<file path="src/rtl/demux_1_5_btn.sv">
// rtl/demux_1_5_btn.sv - registered 1-to-5 demux stepped and committed by debounced push-buttons

module demux_1_5_btn_debounce #(
  parameter int DEBOUNCE_CYCLES = 1000000,
  parameter int CNT_W           = 20
) (
  input  logic clk,
  input  logic rst,
  input  logic raw,
  output logic press
);
  localparam logic [CNT_W-1:0] CNT_LAST = CNT_W'(DEBOUNCE_CYCLES - 1);

  logic             sync_1;
  logic             sync_2;
  logic             level;
  logic             level_q;
  logic [CNT_W-1:0] cnt;

  // Level is accepted only after DEBOUNCE_CYCLES consecutive differing samples.
  always_ff @(posedge clk or posedge rst) begin
    if (rst) begin
      sync_1  <= 1'b0;
      sync_2  <= 1'b0;
      level   <= 1'b0;
      level_q <= 1'b0;
      cnt     <= '0;
    end else begin
      sync_1  <= raw;
      sync_2  <= sync_1;
      level_q <= level;
      if (sync_2 == level) begin
        cnt <= '0;
      end else if (cnt == CNT_LAST) begin
        level <= sync_2;
        cnt   <= '0;
      end else begin
        cnt <= cnt + 1'b1;
      end
    end
  end

  assign press = level & ~level_q;

endmodule

module demux_1_5_btn #(
  parameter int DEBOUNCE_CYCLES = 1000000,
  parameter int CNT_W           = 20
) (
  input  logic       clk,
  input  logic       rst,
  input  logic       my_in,
  input  logic       btn_l,
  input  logic       btn_r,
  input  logic       btn_c,
  input  logic       btn_d,
  output logic [2:0] sel,
  output logic [4:0] my_out,
  output logic       wr_strobe
);
  logic       in_sync_1;
  logic       in_sync_2;
  logic       press_l;
  logic       press_r;
  logic       press_c;
  logic       press_d;
  logic [2:0] sel_next;
  logic [4:0] out_next;

  demux_1_5_btn_debounce #(.DEBOUNCE_CYCLES(DEBOUNCE_CYCLES), .CNT_W(CNT_W)) u_db_l (
    .clk(clk), .rst(rst), .raw(btn_l), .press(press_l)
  );
  demux_1_5_btn_debounce #(.DEBOUNCE_CYCLES(DEBOUNCE_CYCLES), .CNT_W(CNT_W)) u_db_r (
    .clk(clk), .rst(rst), .raw(btn_r), .press(press_r)
  );
  demux_1_5_btn_debounce #(.DEBOUNCE_CYCLES(DEBOUNCE_CYCLES), .CNT_W(CNT_W)) u_db_c (
    .clk(clk), .rst(rst), .raw(btn_c), .press(press_c)
  );
  demux_1_5_btn_debounce #(.DEBOUNCE_CYCLES(DEBOUNCE_CYCLES), .CNT_W(CNT_W)) u_db_d (
    .clk(clk), .rst(rst), .raw(btn_d), .press(press_d)
  );

  // Opposing L/R presses in one cycle cancel out.
  always_comb begin
    sel_next = sel;
    if (press_r && !press_l) begin
      sel_next = (sel == 3'd4) ? 3'd0 : sel + 3'd1;
    end else if (press_l && !press_r) begin
      sel_next = (sel == 3'd0) ? 3'd4 : sel - 3'd1;
    end
  end

  // Commit uses the pre-update sel; clear wins over a same-cycle commit.
  always_comb begin
    out_next = my_out;
    if (press_d) begin
      out_next = '0;
    end else if (press_c) begin
      for (int k = 0; k < 5; k++) begin
        if (sel == 3'(k)) begin
          out_next[k] = in_sync_2;
        end
      end
    end
  end

  always_ff @(posedge clk or posedge rst) begin
    if (rst) begin
      in_sync_1 <= 1'b0;
      in_sync_2 <= 1'b0;
      sel       <= 3'd0;
      my_out    <= '0;
      wr_strobe <= 1'b0;
    end else begin
      in_sync_1 <= my_in;
      in_sync_2 <= in_sync_1;
      sel       <= sel_next;
      my_out    <= out_next;
      wr_strobe <= press_c | press_d;
    end
  end

endmodule

</file>
<file path="config.mk">
export PLATFORM = sky130hd
export DESIGN_NAME = demux_1_5_btn
export DESIGN_NICKNAME = d
export VERILOG_FILES = /design/src/rtl/demux_1_5_btn.sv
export SDC_FILE = /design/constraint.sdc
export NUM_CORES = 1
export LEC_CHECK = 0
export CORE_UTILIZATION = 66
export CTS_BUF_LIST = sky130_fd_sc_hd__clkbuf_16
export DETAILED_ROUTE_END_ITERATION = 12
export PLACE_DENSITY = 0.83
export RECOVER_POWER = 25
export SKIP_CTS_REPAIR_TIMING = 1
export SYNTH_ARGS = -nofsm -noshare
export SYNTH_HDL_FRONTEND = slang
export SYNTH_HIERARCHICAL = 1
export SYNTH_SLANG_ARGS = --single-unit
</file>
<file path="constraint.sdc">
create_clock -name clk -period 2.7 [get_ports clk]
set_clock_uncertainty 0.1 [all_clocks]
set_input_delay 0.405 -clock clk [delete_from_list [all_inputs] [get_ports clk]]
set_output_delay 0.405 -clock clk [all_outputs]
set_load 0.02 [all_outputs]
</file>
## After elaboration in Yosys (flattened, before gate mapping)

Index checks and enable logic that the tools add are counted.

| cells by class | value |
|---|---|
| bitwise gates (word level) | 13 |
| multiplexer cells | 19 |
| eq/ne operators | 12 |
| add/sub/neg operators | 6 |
| reduce and logical (&&, ||, !) cells | 21 |

Operator list:

| operator | number |
|---|---|
| 20-bit 2-to-1 mux | 8 |
| 20-bit by 1-bit adder with 20-bit output, second input constant | 4 |
| 20-bit equality test, second input constant | 4 |
| 2-bit AND reduction | 9 |
| 2-bit nonzero test | 7 |
| 3-bit 2-to-1 mux | 4 |
| 5-bit 2-to-1 mux | 2 |
| 1-bit NOT | 8 |
| 3-bit by 2-bit equality test with 1-bit output, second input constant | 2 |
| 1-bit 2-to-1 mux | 5 |
| 1-bit bitwise AND | 4 |
| 1-bit equality test | 4 |
| 3-bit by 1-bit adder with 3-bit output, second input constant | 1 |
| 3-bit by 1-bit equality test with 1-bit output, second input constant | 1 |
| 3-bit equality test, second input constant | 1 |
| 3-bit zero test | 1 |
| 3-bit by 1-bit subtractor with 3-bit output, second input constant | 1 |
| 1-bit logical AND | 2 |
| 1-bit zero test | 2 |
| 1-bit bitwise OR | 1 |

| word-level totals | value |
|---|---|
| output and inout port bits | 9 |
| register bits | 107 |

## Logic depth before layout (Yosys ltp)

| logic depth | value |
|---|---|
| depth in word-level cells | 6 |
| depth in mapped cells | 6 |

## Modules after synthesis

The synthesis kept the hierarchy.

Modules (own cells, without submodules):

| module | cells an instance | area an instance (µm²) | times used |
|---|---|---|---|
| demux_1_5_btn_debounce | 110 | 1181.1 | 4 |
| demux_1_5_btn | 55 | 588.1 | 1 |

## Least setup slack after synthesis

Ideal clock, no wire load.

| timing | value |
|---|---|
| kind | register to register |
| start | reg u_db_c.cnt[12] |
| end | reg u_db_c.cnt[10] |
| arrival | 1.542 ns |
| cell stages (with the launch flop) | 6 |
| slack | 0.940 ns |
| required time | 2.481 ns |
| cell sequence | dfrtp_1 > nor4b_2 > nand2_1 > o41ai_4 > buf_6 > nor2_1 |

| between the ends | value |
|---|---|
| cells in the longest elaborated chain, start to end | 3 |

RTL lines:

| what | RTL line | source |
|---|---|---|
| from (decl) | 18 | `logic [CNT_W-1:0] cnt;` |
| from (signal assigned) | 38 | `cnt <= cnt + 1'b1;` |
| 20-bit equality test | 34 | `end else if (cnt == CNT_LAST) begin` |
| 20-bit 2-to-1 mux | 34 |  |
| 20-bit 2-to-1 mux | 32 | `if (sync_2 == level) begin` |

Every way passes these cells.
A chain may end at the register's enable or synchronous reset.

## Final worst setup path

| timing | value |
|---|---|
| start | reg u_db_d.cnt[0] |
| end | reg u_db_d.cnt[18] |

| between the ends | value |
|---|---|
| cells in the longest elaborated chain, start to end | 3 |
| elaborated cells between the ends (all ways) | 4 |
| classes of those cells | add/sub: 1; eq/ne: 1; mux: 2 |

RTL lines:

| what | RTL line |
|---|---|
| from (decl) | 18 |
| from (signal assigned) | 38 |
| 20-bit by 1-bit adder with 20-bit output or 20-bit equality test (tied branches) | 38, 34 |
| 20-bit 2-to-1 mux * | 34 |
| 20-bit 2-to-1 mux * | 32 |

Every way passes the cells marked *; elsewhere a longest branch is shown, timed or not.

==> metrics.txt <==
# TYPE chip_impl_metric gauge
chip_impl_metric{name="globalplace.congestion",unit=""} 0.8686
chip_impl_metric{name="internal-power",unit="mW"} 2.273
chip_impl_metric{name="fp-row-count",unit=""} 32
chip_impl_info{name="worst-setup-path-type",value="flop to flop"} 1
chip_impl_info{name="hold_start",value="u_db_d/sync_1$_DFF_PP0_"} 1
chip_impl_metric{name="worst-r2r-cell-count",unit=""} 5
chip_impl_metric{name="max-clock-path-buffers",unit=""} 2
chip_impl_metric{name="async_reset_ff_share",unit="%"} 100.0
chip_impl_info{name="synth.area.top_cells",value="dfrtp_1 (50%), nor2_1 (4.9%), xnor2_1 (4.8%)"} 1
chip_impl_metric{name="total_leakage_power",unit="nW"} 2.528
chip_impl_info{name="rsz0062_at_grt",value="false"} 1
chip_impl_metric{name="flow.area_growth_from_synthesis",unit="%"} 9.609
chip_impl_metric{name="tritoncts.num_buffers",unit=""} 9
chip_impl_metric{name="detailedRoute.firstPassIterationCount",unit=""} 5
chip_impl_metric{name="port_buffers",unit=""} 15
chip_impl_metric{name="r2r_setup_slack",unit="ns"} 0.65
chip_impl_metric{name="grt_overflow_total",unit=""} 0
chip_impl_metric{name="arrival",unit="ns"} 2.17
chip_impl_metric{name="synth_top_cell_area_share",unit="%"} 50.40
chip_impl_metric{name="place.detailed.hpwl",unit="um"} 6945
chip_impl_metric{name="globalRouteTotalUtil",unit="%"} 26.79
chip_impl_metric{name="combinational_group_share_of_total_power",unit="%"} 3.5
chip_impl_metric{name="final_core_util",unit="%"} 74.97
chip_impl_metric{name="final_antenna_net_count",unit=""} 0
chip_impl_metric{name="synth.yosys.seq_area_share",unit="%"} 50.40
chip_impl_metric{name="worst_slew_margin_rel",unit="%"} 13.87
chip_impl_info{name="layout.cells.most_common",value="dfrtp_1"} 1
chip_impl_metric{name="postSynthRegisterBits",unit=""} 107
chip_impl_info{name="worst_min_path_class",value="flop to flop"} 1
chip_impl_metric{name="floorplan.die.width",unit="um"} 91.72
chip_impl_metric{name="setup-tns-final",unit="ns"} 0
chip_impl_info{name="endpoint_kind",value="flop"} 1
chip_impl_metric{name="slew_of_the_pin_with_the_lowest_slew_margin",unit="ns"} 1.292
chip_impl_info{name="clock_tree.root_cell",value="clkbuf_16"} 1
chip_impl_info{name="run_status",value="complete, no violations"} 1
chip_impl_info{name="cts_tree",value="yes"} 1
chip_impl_metric{name="finalSetupViolations",unit=""} 0
chip_impl_metric{name="core_area",unit="sq mm"} 0.007767
chip_impl_metric{name="num-nets-final",unit=""} 537
chip_impl_metric{name="post_synthesis_average_cell_area",unit="sq um"} 10.73
chip_impl_metric{name="finalMaxSlewViolations",unit=""} 0
chip_impl_metric{name="postSynthNetCount",unit=""} 513
chip_impl_metric{name="peakVddDrop",unit="mV"} 0.4160
chip_impl_metric{name="drc",unit=""} 0
chip_impl_metric{name="critPathRequiredTime",unit="ns"} 2.82
chip_impl_metric{name="pwr-share-clk",unit="%"} 40.1
chip_impl_metric{name="synth.distinct_cells",unit=""} 42
chip_impl_metric{name="power_per_cell_area",unit="mW/mm^2"} 500.1
chip_impl_metric{name="path_max_fanout",unit=""} 6
chip_impl_metric{name="initial_utilization",unit="%"} 68.40
chip_impl_metric{name="synth_enable_flop_cells",unit=""} 0
chip_impl_metric{name="cap_viol_max_count",unit=""} 0
chip_impl_metric{name="power_switching_share",unit="%"} 21.97
chip_impl_metric{name="hold_path_stages",unit=""} 0
chip_impl_metric{name="report.final.hold_viol_count",unit=""} 0
chip_impl_metric{name="ctsHtreeMaxLevel",unit=""} 3
chip_impl_metric{name="cts_sink_count",unit=""} 107
chip_impl_metric{name="power.share.sequential",unit="%"} 56.4
chip_impl_metric{name="worstSkewPairLatency",unit="ns"} 0.34
chip_impl_metric{name="ys.warnings.count",unit=""} 6
chip_impl_metric{name="wire_length_of_the_first_global_routing_pass",unit="um"} 17880
chip_impl_metric{name="route.detailed.vias_per_inst",unit=""} 6.098
chip_impl_metric{name="dieArea",unit="sq mm"} 0.008413
chip_impl_info{name="layout.cells.most_common_list",value="dfrtp_1 (107), nor2_1 (69), nand2_1 (31)"} 1
chip_impl_metric{name="design.portCount",unit=""} 16
chip_impl_metric{name="fin_crit_sh",unit="%"} 76.09
chip_impl_metric{name="postRouteWirelength",unit="um"} 10140
chip_impl_metric{name="finalWorstPathRequiredPeriod",unit="ns"} 2.055
chip_impl_metric{name="die_h",unit="um"} 91.72
chip_impl_metric{name="totalPowerFinal",unit="mW"} 2.912
chip_impl_info{name="r2r_startpoint",value="u_db_d/cnt[0]$_DFF_PP0_"} 1
chip_impl_info{name="synth-main-ff-cell",value="dfrtp_1"} 1
chip_impl_metric{name="post_drt_wl_per_cell",unit="um"} 16.24
chip_impl_metric{name="first_global_vias",unit=""} 3788
chip_impl_metric{name="achievable-frequency",unit="MHz"} 486.7
chip_impl_metric{name="route.vias.total",unit=""} 3805
chip_impl_metric{name="synthesis.area",unit="sq mm"} 0.005313
chip_impl_metric{name="switching_power",unit="uW"} 639.9
chip_impl_metric{name="detail_route.iter0.violations",unit=""} 148
chip_impl_metric{name="num_antenna_cells",unit=""} 0
chip_impl_metric{name="netlist_instances",unit=""} 495
chip_impl_metric{name="number_of_antenna_violations_at_the_first_check_in_global_routing",unit=""} 0
chip_impl_metric{name="clk_pin_slew_worst_paths",unit="ns"} 0.07
chip_impl_info{name="r2r-end",value="u_db_d/cnt[18]$_DFF_PP0_"} 1
chip_impl_metric{name="drive_above_1_share",unit="%"} 9.962
chip_impl_metric{name="grt_max_degree",unit=""} 25
chip_impl_info{name="worstHoldEndpoint",value="u_db_d/sync_2$_DFF_PP0_"} 1
chip_impl_info{name="worst_setup_path_start_kind",value="flop"} 1
chip_impl_info{name="netlist.top_cell.by_area",value="dfrtp_1"} 1
metrics by stage:
step           setup slack [ns]  hold slack [ns]  cell area (sq um)  std cells
3_5_place_dp             0.7010           0.2347               5575        610
6_report                 0.6454           0.2487               5823        624
3_3_place_gp             0.8019           0.2325               5575        610
5_1_grt                  0.3883           0.2719               5823        624
2_1_floorplan            0.9396           0.1574               5313        495
4_1_cts                  0.6303           0.2501               5831        624
layout make-up:
class | instances | area (sq um)
inverter | 13 | 48.80
sequential | 107 | 2678
tap | 102 | 127.6
clock inverter | 5 | 30.03
fill | 546 | 1944
timing repair buffer | 23 | 202.7
multi-input combinational | 365 | 2511
clock buffer | 9 | 225.2
synth_stat cells, types with 9 or more instances:
library cell / number
nand3_1: 26
inv_1: 12
a21oi_1: 21
ha_1: 11
nand4_1: 20
nand2_1: 31
nor2_1: 69
nor4_1: 12
xor2_1: 28
dfrtp_1: 107
xnor2_1: 29
nor3_1: 9
o21ai_0: 9
critical path, cell delays in order, from the launching register on:
cell,delay [ns]
dfrtp_1,0.38
ha_1,0.26
nand4_1,0.32
nor4_4,0.44
mux2i_1,0.12
nor4b_1,0.32
logic make-up after synthesis:
| kind of cell | after synthesis | share of synthesized area (%) |
|---|---|---|
| simple gates | 235 | 25.69 |
| flops | 107 | 50.40 |
| xor+xnor | 57 | 9.397 |
| compound gates | 49 | 7.019 |
| buf+inv | 23 | 2.331 |
| mux | 13 | 2.567 |
| fa+ha+maj | 11 | 2.591 |
power groups by stage:
stage	clock (mW)	sequential, mW	combinational [mW]
after CTS	1.20	1.64	0.108
after floorplan	0	1.67	0.0769
final	1.17	1.64	0.102
after global placement	0	1.67	0.105
after detailed placement	0	1.67	0.108
after global routing	1.27	1.65	0.118
registers in the layout, summed over array words and instances (netlist names), 3 cells and up:
register / count
my_out: 5
u_db_d/cnt: 20
u_db_c/cnt: 20
sel: 3
u_db_l/cnt: 20
u_db_r/cnt: 20
worst max-delay path by stage:
stage,slack [ns],start,to,cells after the start
finish,0.65,u_db_d/cnt[0]$_DFF_PP0_,u_db_d/cnt[18]$_DFF_PP0_,5
floorplan,0.94,u_db_c/cnt[12]$_DFF_PP0_,u_db_c/cnt[10]$_DFF_PP0_,5
global placement,0.80,u_db_r/cnt[0]$_DFF_PP0_,u_db_r/cnt[18]$_DFF_PP0_,5
global route,0.39,rst,u_db_l/cnt[6]$_DFF_PP0_,3
detailed placement,0.70,u_db_r/cnt[0]$_DFF_PP0_,u_db_r/cnt[18]$_DFF_PP0_,5
CTS,0.63,u_db_l/cnt[0]$_DFF_PP0_,u_db_l/cnt[18]$_DFF_PP0_,5
per-layer routing:
| layer | track usage [%] | up-vias | routed length (um) |
|---|---|---|---|
| met5 | 0 | - | 0 |
| met4 | 7.161 | 0 | 108 |
| met3 | 5.638 | 14 | 449 |
| met2 | 43.98 | 94 | 5086 |
| met1 | 36.57 | 1870 | 4492 |
| li1 | - | 1827 | - |
(Power assumes the default switching activity.)
==> RTL change 1: new RTL, same settings <==
`CNT_W` is set to 20 in 2 places; all go to 16.
--- a/src/rtl/demux_1_5_btn.sv
+++ b/src/rtl/demux_1_5_btn.sv
@@ -2,7 +2,7 @@
 
 module demux_1_5_btn_debounce #(
   parameter int DEBOUNCE_CYCLES = 1000000,
-  parameter int CNT_W           = 20
+  parameter int CNT_W           = 16
 ) (
   input  logic clk,
   input  logic rst,
@@ -46,7 +46,7 @@
 
 module demux_1_5_btn #(
   parameter int DEBOUNCE_CYCLES = 1000000,
-  parameter int CNT_W           = 20
+  parameter int CNT_W           = 16
 ) (
   input  logic       clk,
   input  logic       rst,
Function: no difference found for any inputs over 10 cycles, from zero or initial values and one cycle with rst high; that may be too few to reach the edited logic, so the function may still have changed.
==> RTL change 1 against the original RTL <==
Setup slack better by 0.065 ns; final area down 17%; routed wire length down 26%; die area decreased by 18%; critical path type is now reg2out; clock power increased by 10%; highest routed layer unchanged; total power shrank 4.6%; largest cell class unchanged; register-to-register slack better by 0.19 ns; synthesized area shrank 19%; count of clock-buffer cells in the layout did not move; cell count down 18%; via count down 23%; sequential cell count is 16 lower.
==> RTL change 1: results <==
[logic_synthesis]
synthTopCellsByArea = "dfrtp_1 (53%), xnor2_1 (8.3%), nor2_1 (7.0%)"
synth-adder-area-share_pct = 3.185
synth.area.mux_share_pct = 2.229
synthTopCellsByCount = "dfrtp_1 (91), nor2_1 (81), xnor2_1 (41)"
synth.distinct_cells = 34
synthesis.nets = 425
ys_seq_area_share_pct = 52.69

[setup_path]
r2r_slack_ns = 0.84
critical-path-max-stage-delay_ns = 0.66
worstReg2RegEnd = "u_db_r/cnt[6]"
arrival_ns = 1.48
r2r.worst_path.cells = 4
reg2reg_from = "u_db_r/cnt[7]"
cp_slowest_cell = "clkdlybuf4s50_1"
cp_max_fo = 9
crit_family = "buffers and inverters"

[global_routing]
grt_max_degree = 21
grt_use_total_pct = 24.33
grt_pass1_wl_um = 13390

[layout]
drive_gt1_share_pct = 8.102
finalNetCount = 445
nFillCells = 415

[placed_design]
gp_congestion = 0.8404
hpwlAfterDp_um = 5151
place_inst = 493

[drt]
drt-pass1-iter-count = 4
vias = 2921
drt-initial-drc-count = 200

[power]
p_leak_nw = 2.091

[status]
outcome = "completed"

[hold_path]
holdCritStartpoint = "u_db_l/sync_1"
hold_end = "u_db_l/sync_2"
==> RTL change 1: report_power, final <==
part / total [mW] / internal (mW) / switching, mW
logic: 0.0835 / 0.0247 / 0.0588
registers: 1.40 / 1.39 / 0.0159
clock network: 1.29 / 0.799 / 0.493
==> RTL change 1: kinds of logic (layout without fill, tap and decap cells) <==
logic type	after synthesis	in the layout
AND/OR/NAND/NOR	195	195
adder cells (fa/ha/maj)	11	11
XOR/XNOR	61	61
buffers and inverters	27	52
AO/OA/AOI/OAI	13	13
flip-flops	91	91
multiplexers	9	9
==> RTL change 1: worst max-delay path by stage <==
stage	start	to	cells past startpoint
detailed placement	u_db_r/cnt[7]	u_db_r/cnt[10]	4
global placement	u_db_r/cnt[7]	u_db_r/cnt[3]	4
finish	sel[2]	sel[2]	1
floorplan	sel[0]	sel[2]	6
CTS	sel[2]	sel[2]	1
global route	sel[2]	sel[2]	1
==> RTL change 1: through the flow <==
step	setup slack, ns	power [mW]	util (%)	hold slack (ns)	cell area (µm²)
after floorplan	1.073	1.490	-	0.1574	4322
after global placement	1.031	1.509	71.07	0.2329	4513
after detailed placement	0.8526	1.515	71.07	0.2355	4513
after CTS	0.6879	2.805	75.94	0.2488	4822
after global routing	0.6349	2.879	75.94	0.2549	4822
final	0.7104	2.778	75.94	0.2485	4822
==> RTL change 1: layout make-up <==
class	count	area (µm²)	area share, %
clock buffers	9	225.2	4.670
repair buffers	15	150.1	3.114
multi-input cells	289	1911	39.62
flip-flops and latches	91	2277	47.22
clock inverters	7	83.83	1.738
well taps	77	96.34	1.998
inverters	21	78.83	1.635
==> RTL change 1: layer usage <==
metal,part of all wire (%),track usage [%],vias to the layer above
met4,1.6,9.248,0
met2,49,38.90,75
li1,-,-,1414
met1,46,33.33,1418
met3,4.4,4.672,14
met5,0,0,-
==> RTL change 2: new RTL, same settings <==
Without the edit above. Remove the register `wr_strobe`: a continuous assignment takes its place, so the output `wr_strobe` follows one clock earlier.
--- a/src/rtl/demux_1_5_btn.sv
+++ b/src/rtl/demux_1_5_btn.sv
@@ -111,15 +111,15 @@
       in_sync_2 <= 1'b0;
       sel       <= 3'd0;
       my_out    <= '0;
-      wr_strobe <= 1'b0;
     end else begin
       in_sync_1 <= my_in;
       in_sync_2 <= in_sync_1;
       sel       <= sel_next;
       my_out    <= out_next;
-      wr_strobe <= press_c | press_d;
     end
   end
 
+  assign wr_strobe = press_c | press_d;
+
 endmodule
 
Formal check against the unedited RTL: same outputs for any inputs over 10 cycles, from zero or initial values and one cycle with rst high; that may be too few to reach the edited logic, so the function may still have changed.
==> RTL change 2 against the original RTL <==
Register-to-register slack got worse by 0.03 ns; final area is 0.34% higher; utilization grew 0.65 points; total power is 3.5% higher; sequential cell count shrank 1; synthesized area is 0.47% lower; global-route usage down 0.13 points; setup slack lost 0.36 ns; clock power is 9% higher; sequential share of layout area down 0.59 points; routed wire length is essentially flat.
==> RTL change 2: results <==
[status]
outcome = "completed"

[power]
p_clk_share_pct = 42.4
swShare_pct = 21.61
p_leak_nw = 2.533
vdd_drop_max_mv = 0.4771
intPower_mw = 2.362

[clock_network]
clk_latency_ns = 0.34
clockRootBuffer = "clkbuf_16"
numCtsBuffers = 9

[placed_design]
gp_congestion = 0.8163
hpwlAfterDp_um = 6844
pre_cts_ws_ns = 0.6568
post_dp_cell_area_um2 = 5558

[global_routing]
grt_pass1_wl_um = 17610
grt_use_total_pct = 26.67
grt_pass1_vias = 3805

[hold_path]
hold_end = "u_db_l/sync_2"
holdCritStartpoint = "u_db_l/sync_1"
min_path_type = "reg2reg"

[layout]
nFillCells = 497
drive_gt1_share_pct = 10.50
final_cells = 626
regArea_um2 = 2653

[setup_path]
arrival_ns = 1.91
cp_slowest_cell = "clkdlybuf4s50_1"
crit_family = "buffers and inverters"
cp_max_fo = 7
endpoint = "wr_strobe"
crit_start = "u_db_c/level"
critical-path-max-stage-delay_ns = 0.60
r2r_slack_ns = 0.62
reg2reg_from = "u_db_l/cnt[10]"

[logic_synthesis]
synthTopCellsByArea = "dfrtp_1 (50%), nor2_1 (4.9%), xnor2_1 (4.8%)"
synthesis.nets = 512
ys_seq_area_share_pct = 50.17
syn_inst = 494
synthTopCellsByCount = "dfrtp_1 (106), nor2_1 (69), nand2_1 (31)"

[timing]
period_share_pct = 89.50
whs_ns = 0.2502

[drt]
vias_per_cell = 6.133
wirelength_um = 10140
drt-pass1-iter-count = 4
RTL change 2: cell count changes after synthesis, sizes merged:
cell   delta
dfrtp     -1
RTL change 2: area by class of cell:
cell class / count / share of cell area (%)
Sequential cell: 106 / 45.40
Multi-Input combinational cell: 365 / 42.98
Clock buffer: 9 / 3.854
Timing Repair Buffer: 24 / 3.597
Tap cell: 102 / 2.184
Clock inverter: 7 / 1.156
Inverter: 13 / 0.8351
RTL change 2: layer usage:
layer  track usage (%)  vias to the layer above  part of all wire, %
li1                  -                     1822                    -
met1             34.62                     1922                   43
met2             44.36                       79                   51
met3             5.863                       16                  3.7
met4             9.127                        0                  1.4
met5                 0                        -                    0
RTL change 2: kinds of logic after synthesis:
family | count (synthesis) | share of synthesized area (%)
adder cells (fa/ha/maj) | 11 | 2.603
multiplexers | 13 | 2.579
AO/OA/AOI/OAI | 49 | 7.052
AND/OR/NAND/NOR | 235 | 25.82
buffers and inverters | 23 | 2.342
flip-flops | 106 | 50.17
XOR/XNOR | 57 | 9.442
